--- src/rtl/acc_cpu_pkg.sv ---
// Shared opcodes, FSM state encoding and decode helper for the accumulator CPU.
package acc_cpu_pkg;

    localparam logic [7:0] OP_NOP  = 8'h00;
    localparam logic [7:0] OP_LOAD = 8'h01;
    localparam logic [7:0] OP_ADD  = 8'h02;
    localparam logic [7:0] OP_SUB  = 8'h03;
    localparam logic [7:0] OP_AND  = 8'h04;
    localparam logic [7:0] OP_OR   = 8'h05;
    localparam logic [7:0] OP_XOR  = 8'h06;
    localparam logic [7:0] OP_NOT  = 8'h07;
    localparam logic [7:0] OP_SHL  = 8'h08;
    localparam logic [7:0] OP_SHR  = 8'h09;
    localparam logic [7:0] OP_HALT = 8'h0A;
    localparam logic [7:0] OP_JMP  = 8'h0B;
    localparam logic [7:0] OP_JZ   = 8'h0C;
    localparam logic [7:0] OP_JC   = 8'h0D;
    localparam logic [7:0] OP_ADC  = 8'h0E;

    typedef enum logic [1:0] {
        FETCH   = 2'd0,
        DECODE  = 2'd1,
        EXECUTE = 2'd2,
        HALT    = 2'd3
    } cpu_state_e;

    function automatic logic is_defined_op(input logic [7:0] op);
        return (op <= OP_ADC);
    endfunction

endpackage

--- src/rtl/acc_cpu_alu.sv ---
// Combinational ALU: computes the new accumulator and carry for one opcode,
// and reports which architectural registers that opcode is allowed to write.
module acc_cpu_alu
    import acc_cpu_pkg::*;
#(
    parameter int DATA_W = 8
) (
    input  logic [7:0]        opcode,
    input  logic [DATA_W-1:0] ac,
    input  logic [DATA_W-1:0] operand,
    input  logic              c_in,
    output logic [DATA_W-1:0] result,
    output logic              c_out,
    output logic              z_out,
    output logic              writes_ac,
    output logic              writes_c
);

    logic [DATA_W:0] wide;

    always_comb begin
        wide      = '0;
        result    = ac;
        c_out     = c_in;
        writes_ac = 1'b0;
        writes_c  = 1'b0;
        case (opcode)
            OP_LOAD: begin
                result    = operand;
                writes_ac = 1'b1;
            end
            OP_ADD: begin
                wide      = {1'b0, ac} + {1'b0, operand};
                result    = wide[DATA_W-1:0];
                c_out     = wide[DATA_W];
                writes_ac = 1'b1;
                writes_c  = 1'b1;
            end
            OP_SUB: begin
                // The extra top bit of the difference is the borrow.
                wide      = {1'b0, ac} - {1'b0, operand};
                result    = wide[DATA_W-1:0];
                c_out     = wide[DATA_W];
                writes_ac = 1'b1;
                writes_c  = 1'b1;
            end
            OP_AND: begin
                result    = ac & operand;
                writes_ac = 1'b1;
            end
            OP_OR: begin
                result    = ac | operand;
                writes_ac = 1'b1;
            end
            OP_XOR: begin
                result    = ac ^ operand;
                writes_ac = 1'b1;
            end
            OP_NOT: begin
                result    = ~ac;
                writes_ac = 1'b1;
            end
            OP_SHL: begin
                result    = {ac[DATA_W-2:0], 1'b0};
                c_out     = ac[DATA_W-1];
                writes_ac = 1'b1;
                writes_c  = 1'b1;
            end
            OP_SHR: begin
                result    = {1'b0, ac[DATA_W-1:1]};
                c_out     = ac[0];
                writes_ac = 1'b1;
                writes_c  = 1'b1;
            end
            OP_ADC: begin
                wide      = {1'b0, ac} + {1'b0, operand} + {{DATA_W{1'b0}}, c_in};
                result    = wide[DATA_W-1:0];
                c_out     = wide[DATA_W];
                writes_ac = 1'b1;
                writes_c  = 1'b1;
            end
            default: ;
        endcase
    end

    assign z_out = (result == '0);

endmodule

--- src/rtl/acc_cpu_core.sv ---
// Two-word-instruction accumulator CPU: program memory, PC, FSM and flags.
// Operands wider than ADDR_W are truncated to form jump targets.
module acc_cpu_core
    import acc_cpu_pkg::*;
#(
    parameter int DATA_W = 8,
    parameter int ADDR_W = 5
) (
    input  logic              clk,
    input  logic              rst_n,
    input  logic              load_we,
    input  logic [ADDR_W-1:0] load_addr,
    input  logic [DATA_W-1:0] load_data,
    input  logic              run,
    input  logic              restart,
    output logic [DATA_W-1:0] acc_out,
    output logic [ADDR_W-1:0] pc_out,
    output logic              zero_flag,
    output logic              carry_flag,
    output logic              halted,
    output logic              illegal,
    output cpu_state_e        state_dbg
);

    localparam int DEPTH = 2 ** ADDR_W;

    logic [DATA_W-1:0] mem [DEPTH];
    logic [DATA_W-1:0] mem_rd;

    cpu_state_e        state, state_nxt;
    logic [ADDR_W-1:0] pc, pc_nxt;
    logic [DATA_W-1:0] ac, ac_nxt;
    logic [DATA_W-1:0] operand, operand_nxt;
    logic [7:0]        opcode, opcode_nxt;
    logic              z, z_nxt, c, c_nxt, ill, ill_nxt;

    logic [DATA_W-1:0] alu_result;
    logic              alu_c, alu_z, alu_writes_ac, alu_writes_c;
    logic              enable;

    // Restart beats a simultaneous load, so the write is dropped in that case.
    always_ff @(posedge clk) begin
        if (load_we && !restart) begin
            mem[load_addr] <= load_data;
        end
    end

    assign mem_rd = mem[pc];
    assign enable = run && !load_we && !restart;

    acc_cpu_alu #(.DATA_W(DATA_W)) u_alu (
        .opcode    (opcode),
        .ac        (ac),
        .operand   (operand),
        .c_in      (c),
        .result    (alu_result),
        .c_out     (alu_c),
        .z_out     (alu_z),
        .writes_ac (alu_writes_ac),
        .writes_c  (alu_writes_c)
    );

    always_ff @(posedge clk or negedge rst_n) begin
        if (!rst_n) begin
            state   <= FETCH;
            pc      <= '0;
            ac      <= '0;
            operand <= '0;
            opcode  <= '0;
            z       <= 1'b0;
            c       <= 1'b0;
            ill     <= 1'b0;
        end else begin
            state   <= state_nxt;
            pc      <= pc_nxt;
            ac      <= ac_nxt;
            operand <= operand_nxt;
            opcode  <= opcode_nxt;
            z       <= z_nxt;
            c       <= c_nxt;
            ill     <= ill_nxt;
        end
    end

    always_comb begin
        state_nxt   = state;
        pc_nxt      = pc;
        ac_nxt      = ac;
        operand_nxt = operand;
        opcode_nxt  = opcode;
        z_nxt       = z;
        c_nxt       = c;
        ill_nxt     = ill;
        if (restart) begin
            state_nxt = FETCH;
            pc_nxt    = '0;
        end else if (enable) begin
            case (state)
                FETCH: begin
                    opcode_nxt = mem_rd[7:0];
                    pc_nxt     = pc + ADDR_W'(1);
                    state_nxt  = DECODE;
                end
                DECODE: begin
                    operand_nxt = mem_rd;
                    pc_nxt      = pc + ADDR_W'(1);
                    state_nxt   = EXECUTE;
                end
                EXECUTE: begin
                    state_nxt = FETCH;
                    case (opcode)
                        OP_HALT: state_nxt = HALT;
                        OP_JMP:  pc_nxt = operand[ADDR_W-1:0];
                        OP_JZ:   if (z) pc_nxt = operand[ADDR_W-1:0];
                        OP_JC:   if (c) pc_nxt = operand[ADDR_W-1:0];
                        default: begin
                            if (!is_defined_op(opcode)) begin
                                state_nxt = HALT;
                                ill_nxt   = 1'b1;
                            end
                        end
                    endcase
                    if (alu_writes_ac) begin
                        ac_nxt = alu_result;
                        z_nxt  = alu_z;
                    end
                    if (alu_writes_c) begin
                        c_nxt = alu_c;
                    end
                end
                default: ;
            endcase
        end
    end

    assign acc_out    = ac;
    assign pc_out     = pc;
    assign zero_flag  = z;
    assign carry_flag = c;
    assign halted     = (state == HALT);
    assign illegal    = ill;
    assign state_dbg  = state;

endmodule
--- config.mk ---
export PLATFORM = sky130hd
export DESIGN_NAME = acc_cpu_core
export DESIGN_NICKNAME = d
export VERILOG_FILES = /design/src/rtl/acc_cpu_pkg.sv /design/src/rtl/acc_cpu_alu.sv /design/src/rtl/acc_cpu_core.sv
export SDC_FILE = /design/constraint.sdc
export NUM_CORES = 1
export LEC_CHECK = 0
export CAP_MARGIN = 10
export CORE_AREA = 2 2 206 127
export CTS_CLUSTER_DIAMETER = 100
export DETAILED_ROUTE_END_ITERATION = 10
export DIE_AREA = 0 0 208 129
export PLACE_DENSITY = 0.75
export SLEW_MARGIN = 0
export SYNTH_ARGS = -nofsm -noshare
export SYNTH_HDL_FRONTEND = slang
export SYNTH_HIERARCHICAL = 1
export SYNTH_SLANG_ARGS = --single-unit
export TNS_END_PERCENT = 10
--- constraint.sdc ---
create_clock -name clk -period 3.2 [get_ports clk]
set_input_delay 0.48 -clock clk [delete_from_list [all_inputs] [get_ports clk]]
set_output_delay 0.48 -clock clk [all_outputs]
set_load 0.1 [all_outputs]
==> flow_summary.yaml, run 1 <==
power:
  clkPwrFrac: 0.351
  combPwrFrac: 0.165
  netSwitchingFraction: 0.2660
  p_switching_mw: 2.358
  finalPower_mw: 8.867
  p_leak_nw: 5.470
  power.density_nw_per_um2: 558.3
  pwr-share-seq: 0.485
  intPower_mw: 6.508
  ir_drop_v: 0.0004155
final_layout:
  synthToLayoutAreaGrowth_pct: 15.75
  layout.cells.non_filler: 1458
  multiInputGateArea_um2: 4768
  final_util: 0.6382
  layout_common_cells: "256 x edfxtp_1, 136 x mux2i_1, 135 x buf_4, 69 x nor2_1, 69 x a22oi_1"
  fillers: 1860
  diodes: 0
  nets: 1160
  regArea_um2: 8553
  drive_gt1_frac: 0.2197
  layout_commonest_cell: "edfxtp_1"
detailed_routing:
  drc_errors: 0
  drtIter0Drc: 1310
  dr.pass1.iters: 7
  vias: 9196
  routedWlPerCell_um: 24.74
  vias_per_cell: 6.307
  ant_nets: 0
  drt_wl_total_um: 36070
timing:
  relSlewSlack: 0.4518
  worst_slew_pin_slew_ns: 0.8193
  setup_slack_ns: -0.3602
  rsz0062_at_grt: "yes"
  final.min_clock_period_ns: 3.560
  drv_slew: 0
  skew_ns: 0.01623
  max_freq_mhz: 280.9
  post-route-period-util: 1.113
  hold_violations: 0
  setup_viol: 1
die:
  die_w_um: 208
  initial_utilization: 0.5514
  die_h_um: 129
  io_pins: 37
  die_area_um2: 26830
  core_um2: 24890
  std_cell_rows: 45
synthesis:
  synth_cells: 983
  async_reset_ff_frac: 0.1172
  yosysSeqAreaShare: 0.6222
  synth_area_um2: 13720
  synth_edf_count: 256
  synth_top_area_cell: "edfxtp_1"
  yosys.area.top_type_share: 0.5602
  synth_seq_cells: 290
  syn_area_per_cell_um2: 13.96
  synth_nets: 1034
  netlist_top_cells_area: "edfxtp_1 56%, mux2i_1 9.9%, dfrtp_1 6.2%"
  ys_types: 73
  ys.flop_type: "edfxtp_1"
  yosys_warnings: 6
clocking:
  cts_buffers: 26
  cts_setup_buffers: 0
  clock_sink_count: 290
  ctsHoldBuffers: 0
  clkTransAtPathRegs_ns: 0.08
  tritoncts: "yes"
  clockRootBuffer: "clkbuf_16"
  h-tree-depth: 1
  clock_latency_ns: 0.55
  clockBufferDepth: 3
setup_path:
  crit_path_end_kind: "flip-flop"
  cp_max_fo: 5
  cp.required_ns: 3.68
  timing.rr.start: "acc_out[0]"
  crit_path_start_kind: "flip-flop"
  r2r_end: "zero_flag"
  arrival_ns: 4.04
  reg2reg_slack_ns: -0.36
  path_class: "reg -> reg"
  r2r_cells: 12
global_routing:
  grt_pass1_wl_um: 54360
  grt_usage: 0.2730
  antenna_found_initial: 0
  first_global_vias: 8575
  grt_start_max_net_pins: 38
  grt_overflow: 0
job:
  drv_cap: 0
run_status:
  run_status: "finished, violations left"
  violations: "negative setup slack"
placement:
  place_inst: 1410
  dpl_worst_slack_ns: -0.3960
  dp_hpwl_um: 25100
  port-buffer-count: 36
  place_congestion: 1.019
min_path:
  hp-class: "in -> async"
-- worst max path at each step --
stage                     startpoint         to  slack, ns  cells after the start
after global placement    acc_out[0]  zero_flag      -0.36                     12
after global routing      acc_out[0]  zero_flag      -0.50                     11
after floorplan           acc_out[0]  zero_flag      -0.30                     10
final                     acc_out[0]  zero_flag      -0.36                     12
after detailed placement  acc_out[0]  zero_flag      -0.40                     12
after CTS                 acc_out[0]  zero_flag      -0.34                     12
-- synth_stat cells (8+ instances only) --
master and count:
a22oi_1 69, buf_2 10, o21ai_0 15, clkbuf_1 17, ha_1 31, mux2i_1 136, a211oi_1 10, inv_1 29
nor4_2 8, nor2_1 70, nand3_1 9, nor2b_1 11, a21oi_1 56, mux2_2 27, nor4_1 8, buf_4 9
dfrtp_1 34, nand2b_1 10, nor3_1 13, buf_6 13, nand2_1 21, edfxtp_1 256
-- power groups by stage --
stage,Combinational (mW),Sequential (mW),Clock (mW)
floorplan,0.797,4.38,0
detailed placement,1.39,4.38,0
finish,1.46,4.30,3.11
global placement,1.38,4.37,0
global route,1.56,4.31,3.28
CTS,1.41,4.30,3.12
-- sequential cells by signal (all words and copies together), names as in the netlist --
name and flops:
mem 256, acc_out 8, opcode 8, operand 8, pc_out 5, state_dbg 2, carry_flag 1, illegal 1
zero_flag 1
-- area by class of cell --
type	instances	share of cell area
repair buffers	153	0.07547
clock inverters	19	0.009453
multi-input cells	608	0.3002
inverters	30	0.007405
clock buffers	29	0.04301
well taps	329	0.02592
flip-flops and latches	290	0.5385
-- routing by layer --
layer  vias up  GRT usage  share of wire
li1       4076          -              -
met1      4522     0.4435           0.46
met2       549     0.3680           0.40
met3        49    0.07322           0.13
met4         0    0.04339          0.014
met5         -          0              0
-- what timing repair did --
action	CTS	global route
gates resized for setup	4	5
pin swaps	0	1
endpoints found under the setup margin	1	3
-- kinds of logic after synthesis --
group                      Yosys count  synth area share
AOI/OAI and AO/OA                  207            0.1042
xor gates and xnor gates            10          0.006382
adders and majority gates           33           0.03118
buffers and inverters               85           0.03419
DFF                                290            0.6222
muxes                              165            0.1246
and+or+nand+nor                    193           0.07714
-- metrics by stage --
step | setup TNS [ns] | area, µm² | hold slack (ns)
CTS | -0.3351 | 15860 | 0.03201
global placement | -0.3626 | 15020 | 0.4861
global route | -0.5028 | 15880 | 0.05980
detailed placement | -0.3960 | 15020 | 0.4779
finish | -0.3602 | 15880 | 0.005324
floorplan | -0.3090 | 13740 | 0.1844
-- worst max-delay path, stage by stage, from the launching register on --
cell and delay, ns:
dfrtp_4 0.49, buf_4 0.16, inv_2 0.07, ha_1 0.24, ha_2 0.19, ha_1 0.19
or2_2 0.29, a32o_1 0.26, or4_4 0.47, nand4b_1 0.29, or4_4 0.50, nor4_2 0.15
mux2_2 0.18
Note: power is estimated with default switching activity, not from simulation.
==> run 2: changes to the inputs <==
--- a/config.mk
+++ b/config.mk
@@ -5,11 +5,12 @@
 export SDC_FILE = /design/constraint.sdc
 export NUM_CORES = 1
 export LEC_CHECK = 0
+export ABC_AREA = 1
 export CAP_MARGIN = 10
-export CORE_AREA = 2 2 206 127
+export CORE_AREA = 2 2 211 130
 export CTS_CLUSTER_DIAMETER = 100
 export DETAILED_ROUTE_END_ITERATION = 10
-export DIE_AREA = 0 0 208 129
+export DIE_AREA = 0 0 213 132
 export PLACE_DENSITY = 0.75
 export SLEW_MARGIN = 0
 export SYNTH_ARGS = -nofsm -noshare
==> run 2 against run 1 <==
Effect of this change:
- the run now ends clean
- total power is 9.0% higher
- utilization is 1.6 points lower
- sequential power is 2% higher
- worst hold slack better by 0.043 ns
- clock skew is 0.012 ns higher
- via count is 22% higher
- final cell count is 39% higher
- worst setup slack better by 0.73 ns
- critical path depth is 2 higher
- non-clock buffer count is 61 lower
- synthesized cell count is 60% higher
- critical endpoint unchanged
- largest cell class unchanged
==> flow_summary.yaml, run 2 <==
run_status:
  run_status: "complete, no violations"
synthesis:
  synth_seq_cells: 290
  async_reset_ff_frac: 0.1172
  synth_edf_count: 256
  synth_area_um2: 14450
  synth_cells: 1576
  synth_top_area_cell: "edfxtp_1"
  yosys.area.top_type_share: 0.5319
  yosys_warnings: 6
  synth_common_cells: "482 x nand2_1, 256 x edfxtp_1, 185 x nand3_1, 178 x inv_1, 173 x nor2_1"
  yosysSeqAreaShare: 0.5907
  ys.flop_type: "edfxtp_1"
  yosysMostFrequentCell: "nand2_1"
  syn_area_per_cell_um2: 9.171
  ys_types: 51
  netlist_top_cells_area: "edfxtp_1 53%, nand2_1 13%, nand3_1 6.4%"
  synth_nets: 1627
clocking:
  clock_latency_ns: 0.56
  clockBufferDepth: 3
  tritoncts: "yes"
  clockRootBuffer: "clkbuf_16"
  clkTransAtPathRegs_ns: 0.07
  cts_resized: 0
  ctsHoldBuffers: 0
  clock_sink_count: 290
  cts_setup_buffers: 0
  cts_buffers: 27
  h-tree-depth: 1
timing:
  setup_viol: 0
  drv_slew: 0
  rsz0062_at_grt: "no"
  post-route-period-util: 0.8856
  fin_tns_setup_ns: 0
  skew_ns: 0.02854
  worst_slew_pin_slew_ns: 0.8905
  relSlewSlack: 0.4009
  max_freq_mhz: 352.9
  hold_violations: 0
  final.min_clock_period_ns: 2.834
die:
  die_area_um2: 28120
  die_w_um: 213
  die_h_um: 132
  core_um2: 26070
  initial_utilization: 0.5544
  std_cell_rows: 46
  io_pins: 37
setup_path:
  path_class: "reg -> reg"
  crit_path_end_kind: "flip-flop"
  arrival_ns: 3.27
  r2r_cells: 14
  cp_max_fo: 6
  cp.required_ns: 3.63
  reg2reg_slack_ns: 0.37
  crit_path_start_kind: "flip-flop"
power:
  netSwitchingFraction: 0.3141
  combPwrFrac: 0.212
  ir_drop_v: 0.0004063
  p_leak_nw: 6.956
  clkPwrFrac: 0.336
  pwr-share-seq: 0.452
  intPower_mw: 6.629
  p_switching_mw: 3.036
  power.density_nw_per_um2: 595.3
placement:
  port-buffer-count: 36
  place_inst: 1972
  place_congestion: 1.025
  dp_hpwl_um: 26870
global_routing:
  grt_start_max_net_pins: 134
  grt_overflow: 0
  grt_usage: 0.2886
  grt_pass1_wl_um: 60850
  first_global_vias: 10310
  antenna_found_initial: 0
detailed_routing:
  wl_met2_um: 15420
  top_layer: "met4"
  drc_errors: 0
  vias: 11180
  routedWlPerCell_um: 19.77
  dr.pass1.iters: 6
  wl_met3_um: 6229
  drtIter0Drc: 1488
  vias_per_cell: 5.535
  wirelength_met1_um: 17700
  ant_nets: 0
  drt_wl_total_um: 39940
final_layout:
  nets: 1692
  synthToLayoutAreaGrowth_pct: 12.32
  layout_common_cells: "482 x nand2_1, 256 x edfxtp_1, 185 x nand3_1, 178 x inv_1, 173 x nor2_1"
  drive_gt1_frac: 0.09157
  fillers: 2185
  largest_register_ffs: 256
  diodes: 0
  layout.cells.non_filler: 2020
  layout_commonest_cell: "nand2_1"
  largest_register: "mem"
job:
  drv_cap: 0
min_path:
  hp-class: "in -> async"
==> run 2: changes by cell type after synthesis, sizes merged, moves of 15 or more <==
cell   change
nand3    +181
inv      +156
mux2      -18
nor2     +110
o21ai     +40
nor4      -15
mux2i    -136
a22oi     -69
a21oi     -27
nand2    +471
==> run 2: cell families (layout without fill, tap and decap cells) <==
| family | count (synthesis) | in the layout | share of synthesized area |
|---|---|---|---|
| xor gates and xnor gates | 6 | 6 | 0.003636 |
| DFF | 290 | 290 | 0.5907 |
| muxes | 9 | 9 | 0.007012 |
| AOI/OAI and AO/OA | 108 | 108 | 0.04086 |
| buffers and inverters | 246 | 330 | 0.07072 |
| adders and majority gates | 33 | 33 | 0.02961 |
| and+or+nand+nor | 884 | 884 | 0.2574 |
==> run 2: worst paths after layout <==
check | startpoint | endpoint
max | acc_out[0] | zero_flag
min | rst_n | acc_out[6]
max reg2reg | acc_out[0] | zero_flag
min reg2reg | illegal | illegal
max in group asynchronous | rst_n | pc_out[0]
min in group clk | illegal | illegal
==> run 2: power groups by stage <==
stage	Combinational, mW	Clock [mW]	Sequential, mW
after floorplan	1.37	0	4.45
after global placement	1.97	0	4.44
after detailed placement	1.98	0	4.44
after CTS	1.99	3.28	4.36
after global routing	2.24	3.42	4.38
final	2.05	3.25	4.37
==> run 2: stage by stage <==
stage | setup WS (ns) | util | power [mW] | hold slack, ns | instance area [µm²]
after floorplan | 0.2277 | - | 5.818 | 0.1844 | 14450
after global placement | 0.4211 | 0.5893 | 6.405 | 0.4442 | 15360
after detailed placement | 0.3246 | 0.5893 | 6.421 | 0.4495 | 15360
after CTS | 0.4776 | 0.6227 | 9.636 | 0.06857 | 16230
after global routing | 0.2500 | 0.6227 | 10.04 | 0.1152 | 16230
final | 0.3661 | 0.6227 | 9.664 | 0.04844 | 16230
==> run 2: layer usage <==
layer  up-vias  track usage
met5         -            0
met4         0      0.04856
met3        53       0.1255
met2       617       0.3713
met1      5215       0.4507
li1       5295            -
==> run 2: area by class of cell <==
type                            instances  area (µm²)  area share
Clock inverter                         16       155.1    0.009557
Tap cell                              360       450.4     0.02775
Multi-Input combinational cell       1040        4893      0.3014
Inverter                              190       724.4     0.04462
Timing Repair Buffer                   92       753.2     0.04640
Sequential cell                       290        8543      0.5262
Clock buffer                           32       714.4     0.04401
==> run 2: worst max-delay path, cell delays in order (launching register included) <==
cell and delay [ns]:
dfrtp_1 0.43, inv_1 0.16, ha_1 0.24, fa_1 0.46, inv_1 0.10, nand4_1 0.15
nand3_1 0.17, nor2_1 0.06, nor3b_1 0.31, nor2_1 0.11, nand3_1 0.10, nor2_1 0.05
nand2_1 0.07, nor2_1 0.04, mux2_2 0.25
==> run 3: changes to the inputs <==
--- a/config.mk
+++ b/config.mk
@@ -12,7 +12,7 @@
 export DETAILED_ROUTE_END_ITERATION = 10
 export DIE_AREA = 0 0 213 132
 export PLACE_DENSITY = 0.75
-export SLEW_MARGIN = 0
+export SLEW_MARGIN = 20
 export SYNTH_ARGS = -nofsm -noshare
 export SYNTH_HDL_FRONTEND = slang
 export SYNTH_HIERARCHICAL = 1
==> results of run 3 <==
Same layout as run 2: the final DEF is identical, and so are final timing and power.
